==> src/rtl/mm_pkg.sv <==
// Shared definitions for the matrix-multiplier datapath: widths, the
// accumulator sizing rule and the accumulate/hold state encoding.
package mm_pkg;

  localparam int DATA_WIDTH_DEF = 8;

  typedef enum logic {
    ACCUM = 1'b0,
    DONE  = 1'b1
  } state_t;

  function automatic int clog2(input int value);
    int r;
    r = 0;
    while ((1 << r) < value) begin
      r = r + 1;
    end
    return r;
  endfunction

  // Wide enough that DEPTH beats of full-scale products plus carries never wrap.
  function automatic int acc_w(input int data_width, input int depth);
    return 2 * data_width + clog2(depth) + 1;
  endfunction

endpackage

==> src/rtl/pp_accum_lane.sv <==
// One accumulation lane: sums partial products plus carry-in and registers
// the narrowed (wrapped or clamped) result with its overflow flag.
module pp_accum_lane
  import mm_pkg::*;
#(
  parameter int DATA_WIDTH = DATA_WIDTH_DEF,
  parameter int ACC_W      = acc_w(DATA_WIDTH_DEF, 4),
  parameter int SATURATE   = 0
) (
  input  logic                    clk,
  input  logic                    reset_n,
  input  logic                    clr,
  input  logic                    accept,
  input  logic                    first,
  input  logic                    last,
  input  logic [2*DATA_WIDTH-1:0] pp,
  input  logic                    cin,
  output logic [DATA_WIDTH-1:0]   out_data,
  output logic                    out_invalid
);

  logic [ACC_W-1:0]      acc;
  logic [ACC_W-1:0]      base;
  logic [ACC_W-1:0]      sum;
  logic                  ovf;
  logic [DATA_WIDTH-1:0] narrowed;

  // The first beat of a result ignores whatever the accumulator held.
  always_comb begin
    base     = first ? '0 : acc;
    sum      = base + ACC_W'(pp) + ACC_W'(cin);
    ovf      = |sum[ACC_W-1:DATA_WIDTH];
    narrowed = ((SATURATE != 0) && ovf) ? '1 : sum[DATA_WIDTH-1:0];
  end

  always_ff @(posedge clk or negedge reset_n) begin
    if (!reset_n) begin
      acc         <= '0;
      out_data    <= '0;
      out_invalid <= 1'b0;
    end else if (clr) begin
      acc <= '0;
    end else if (accept) begin
      acc <= sum;
      if (last) begin
        out_data    <= narrowed;
        out_invalid <= ovf;
      end
    end
  end

endmodule

==> src/rtl/pp_accum_bank.sv <==
// Multi-lane partial-product accumulator: LANES lanes each sum DEPTH beats,
// then the narrowed results are held until the consumer takes them.
module pp_accum_bank
  import mm_pkg::*;
#(
  parameter int DATA_WIDTH = DATA_WIDTH_DEF,
  parameter int LANES      = 4,
  parameter int DEPTH      = 4,
  parameter int SATURATE   = 0
) (
  input  logic                          clk,
  input  logic                          reset_n,
  input  logic                          clr,
  input  logic                          in_valid,
  output logic                          in_ready,
  input  logic [LANES*2*DATA_WIDTH-1:0] in_pp,
  input  logic [LANES-1:0]              in_cin,
  output logic                          out_valid,
  input  logic                          out_ready,
  output logic [LANES*DATA_WIDTH-1:0]   out_data,
  output logic [LANES-1:0]              out_invalid,
  output logic [clog2(DEPTH)-1:0]       beat_cnt,
  output logic                          fsm_state
);

  localparam int CW    = clog2(DEPTH);
  localparam int ACC_W = acc_w(DATA_WIDTH, DEPTH);
  localparam logic [CW-1:0] LAST_BEAT = CW'(DEPTH - 1);

  state_t state;
  logic   accept;
  logic   first;
  logic   last;

  // Handshake: a transfer happens on a rising edge where valid && ready.
  // in_ready depends on state alone; out_valid/out_data only change once
  // taken (out_ready) or aborted (clr). A beat offered during clr is dropped.
  assign in_ready  = (state == ACCUM);
  assign accept    = in_valid && in_ready && !clr;
  assign first     = (beat_cnt == '0);
  assign last      = (beat_cnt == LAST_BEAT);
  assign fsm_state = state;

  always_ff @(posedge clk or negedge reset_n) begin
    if (!reset_n) begin
      state     <= ACCUM;
      beat_cnt  <= '0;
      out_valid <= 1'b0;
    end else if (clr) begin
      state     <= ACCUM;
      beat_cnt  <= '0;
      out_valid <= 1'b0;
    end else begin
      case (state)
        ACCUM: begin
          if (accept) begin
            if (last) begin
              beat_cnt  <= '0;
              state     <= DONE;
              out_valid <= 1'b1;
            end else begin
              beat_cnt <= beat_cnt + CW'(1);
            end
          end
        end
        DONE: begin
          if (out_ready) begin
            state     <= ACCUM;
            out_valid <= 1'b0;
          end
        end
        default: state <= ACCUM;
      endcase
    end
  end

  for (genvar i = 0; i < LANES; i++) begin : g_lane
    pp_accum_lane #(
      .DATA_WIDTH(DATA_WIDTH),
      .ACC_W     (ACC_W),
      .SATURATE  (SATURATE)
    ) u_lane (
      .clk        (clk),
      .reset_n    (reset_n),
      .clr        (clr),
      .accept     (accept),
      .first      (first),
      .last       (last),
      .pp         (in_pp[i*2*DATA_WIDTH +: 2*DATA_WIDTH]),
      .cin        (in_cin[i]),
      .out_data   (out_data[i*DATA_WIDTH +: DATA_WIDTH]),
      .out_invalid(out_invalid[i])
    );
  end

endmodule

==> config.mk <==
export PLATFORM = sky130hd
export DESIGN_NAME = pp_accum_bank
export DESIGN_NICKNAME = d
export VERILOG_FILES = /design/src/rtl/mm_pkg.sv /design/src/rtl/pp_accum_lane.sv /design/src/rtl/pp_accum_bank.sv
export SDC_FILE = /design/constraint.sdc
export NUM_CORES = 1
export LEC_CHECK = 0
export ABC_AREA = 1
export BUFFER_PORTS_ARGS = -buffer_cell sky130_fd_sc_hd__buf_2
export CAP_MARGIN = 10
export CORE_ASPECT_RATIO = 1.2
export CORE_UTILIZATION = 37
export DETAILED_ROUTE_END_ITERATION = 16
export HOLD_SLACK_MARGIN = 0.08
export PLACE_DENSITY = 0.58
export SLEW_MARGIN = 10
export SYNTH_ARGS = -nofsm -noshare
export SYNTH_HDL_FRONTEND = slang
export SYNTH_SLANG_ARGS = --single-unit
==> constraint.sdc <==
create_clock -name clk -period 3.35 [get_ports clk]
set_input_delay 0.335 -clock clk [delete_from_list [all_inputs] [get_ports clk]]
set_output_delay 0.335 -clock clk [all_outputs]
set_load 0.01 [all_outputs]
==> flow_summary.yaml <==
status:
  status: "completed"
worst_setup_path:
  crit_slowest_cell: "fa_1"
  start_kind: "register"
  crit_required_ps: 3650
  critical-path-max-stage-delay_ps: 450
  crit_path_max_fanout: 7
  crit_type: "reg -> reg"
  end_kind: "register"
  worst_path_most_repeated_cell: "nand2_1"
  crit_chain: "inv_1 -> ha_2 -> inv_2 -> nand2_1 -> fa_1 -> fa_1 -> inv_1 -> nand3_1 -> nand3_1 -> nand2_1 -> nand2_1 -> nand3_1 -> nand2_1 -> nand2_1 -> nand2_1 -> nand2_1 -> nor2_1 -> a21boi_1"
  cp_top_family: "adder cells"
  worstPathArrival_ps: 3250
  cp_num_buf_inv: 3
synthesis:
  yosys_warnings: 0
  ys_async_sr_fraction_pct: 100
  syn_inst: 1412
  synth_fp_nets: 1555
  synth.avg_cell_area_um2: 6.59
  syn_area_um2: 9310
  ys_ff_latch: 116
  synth_edf_count: 0
  synth_cell_types: 39
  synthFlopType: "dfrtp_1"
  ys_seq_area_share_pct: 31.2
timing:
  fmax_mhz: 338
  fin_crit_sh_pct: 88.3
  worst_slew_pin_slew_ps: 735
  finalClockSkew_ps: 11.9
  relSlewSlack_pct: 51.0
  hold_viol: 0
  fin_crit_ps: 2960
  slew_violations: 0
  hold-worst-slack_ps: 376
  tns_ps: 0
  setup_violations: 0
  rsz0062_at_grt: "false"
layout:
  fill_cells: 2608
  drive_gt1_share_pct: 13.5
  final_util_pct: 43.8
  regArea_um2: 2900
  multi_input_area_um2: 5320
  antennaDiodeCount: 0
  final_cell_area_um2: 10800
  final_nets: 1661
  syn_to_final_growth_pct: 16.1
drt:
  num_vias: 8868
  dr.pass1.iters: 5
  ant_nets: 0
  drt_iter0_markers: 322
  avgViaCountPerCell: 4.78
  drt-wirelength-per-cell_um: 14.1
  route.detailed.drc: 0
  wl_mm: 26.1
place:
  gp_congestion: 0.887
  hpwl_mm: 19.8
  dpl-instance-area_um2: 10200
  port_buffers: 113
clock_tree:
  clk_latency_ps: 420
  cts_htree_levels: 4
  clock-sinks: 116
  cts_buffers: 17
  clkTransAtPathRegs_ps: 50
  clock_tree.buffer_depth: 2
  cts_tree: "built"
  cts_setup_buffers: 0
  cts-root-buf: "clkbuf_16"
  cts_resized: 0
  ctsHoldBuffers: 1
global_routing:
  antenna_found_initial: 0
  grt_first_pass_wirelength_mm: 43.5
  grt_max_degree: 75
  gr-total-overflow: 0
  first_global_vias: 8848
  grt_usage_pct: 21.3
job:
  maxCapViolations: 0
floorplanning:
  die-area_um2: 25800
  die_w_um: 147
  core_area_um2: 24700
  num_io_pins: 114
  die_h_um: 176
  rows: 63
  initial_utilization_pct: 37.7
hold_path:
  hp-class: "in -> reg"
power:
  p_total_w: 0.00482
  power_density_nw_per_um2: 446
  p_leak_nw: 5.87
  vdd_ir_drop_max_mv: 0.317
-- logic make-up (layout without fill, tap and decap cells) --
logic type	Yosys count	count (layout)	share of synthesized area (%)
AND/OR/NAND/NOR	747	747	34.2
adder cells (fa/ha/maj)	70	70	10.1
flip-flops	116	116	31.2
XOR/XNOR	27	27	2.54
buffers and inverters	279	398	11.7
AO/OA/AOI/OAI	173	173	10.3
-- power by group --
part / switching [W] / internal [W] / leakage, nW
Combinational: 0.000802 / 0.000452 / 4.03
Clock: 0.000722 / 0.00118 / 0.284
Sequential: 0.0000859 / 0.00158 / 1.56
Total: 0.00161 / 0.00321 / 5.87
-- synth_stat cells (11+ instances only) --
library cell / instances / share of area, %
a21oi_1: 37 / 2.0
clkbuf_1: 15 / 0.60
dfrtp_1: 116 / 31
ha_1: 62 / 8.3
inv_1: 236 / 9.5
nand2_1: 419 / 17
nand2_2: 16 / 1.1
nand3_1: 80 / 4.3
nand3b_1: 11 / 0.89
nor2_1: 162 / 6.5
nor3_1: 16 / 0.86
o21ai_0: 44 / 2.4
o21ai_1: 33 / 1.8
o22ai_1: 49 / 3.3
xnor2_1: 16 / 1.5
xor2_1: 11 / 1.0
-- layout by cell type, fill, tap and decap left out, drive strengths merged, types with 8 or more instances in the layout --
| master | n |
|---|---|
| clkbuf | 18 |
| fa | 8 |
| nor2 | 171 |
| nand3 | 86 |
| xor2 | 11 |
| a21oi | 42 |
| nand4 | 10 |
| buf | 120 |
| nand2 | 436 |
| o21ai | 78 |
| inv | 247 |
| xnor2 | 16 |
| nor3 | 18 |
| dfrtp | 116 |
| o22ai | 49 |
| ha | 62 |
| nand3b | 12 |
-- through the flow --
stage / setup slack, ps / std cells
4_1_cts: 373 / 1856
3_3_place_gp: 497 / 1823
6_report: 391 / 1856
2_1_floorplan: 582 / 1412
5_1_grt: 118 / 1856
3_5_place_dp: 402 / 1823
-- layout make-up --
class / instances / share of cell area, %
clock buffers: 18 / 3.97
clock inverters: 14 / 1.64
inverters: 245 / 8.50
multi-input cells: 1017 / 49.2
flip-flops and latches: 116 / 26.8
well taps: 325 / 3.76
repair buffers: 121 / 6.06
-- worst register-to-register path: stages, from the launching register on --
cell and delay (ps):
dfrtp_1 370, inv_1 80, ha_2 210, inv_2 160
nand2_1 100, fa_1 450, fa_1 450, inv_1 90
nand3_1 60, nand3_1 160, nand2_1 70, nand2_1 100
nand3_1 120, nand2_1 90, nand2_1 50, nand2_1 70
nand2_1 60, nor2_1 100, a21boi_1 70
-- routing by layer --
layer | global-route usage [%] | share of wire [%] | up-vias
met2 | 38.4 | 50 | 132
met3 | 2.55 | 2.9 | 21
li1 | - | - | 4648
met5 | 0 | 0 | -
met1 | 26.3 | 45 | 4067
met4 | 6.34 | 1.4 | 0
-- final timing paths --
check / start / endpoint / slack, ps / cells after the start
worst max-delay path: beat_cnt[0]$_DFFE_PN0P_ / g_lane[2].u_lane.out_invalid$_DFFE_PN0P_ / 390 / 18
worst max register to register: beat_cnt[0]$_DFFE_PN0P_ / g_lane[2].u_lane.out_invalid$_DFFE_PN0P_ / 390 / 18
max in group asynchronous: reset_n / g_lane[0].u_lane.acc[7]$_DFFE_PN0P_ / 2060 / 3
min in group asynchronous: reset_n / g_lane[2].u_lane.acc[11]$_DFFE_PN0P_ / 480 / 2
worst min-delay path: in_valid / g_lane[1].u_lane.acc[0]$_DFFE_PN0P_ / 380 / 4
worst min register to register: g_lane[3].u_lane.out_data[4]$_DFFE_PN0P_ / g_lane[3].u_lane.out_data[4]$_DFFE_PN0P_ / 480 / 2
-- flip-flops by register name (all words and copies together), names as in the netlist --
name	cells
g_lane.u_lane.out_data	32
out_valid	1
fsm_state	1
g_lane.u_lane.acc	76
g_lane.u_lane.out_invalid	4
beat_cnt	2
No activity file was read; power rests on OpenSTA's default activity.
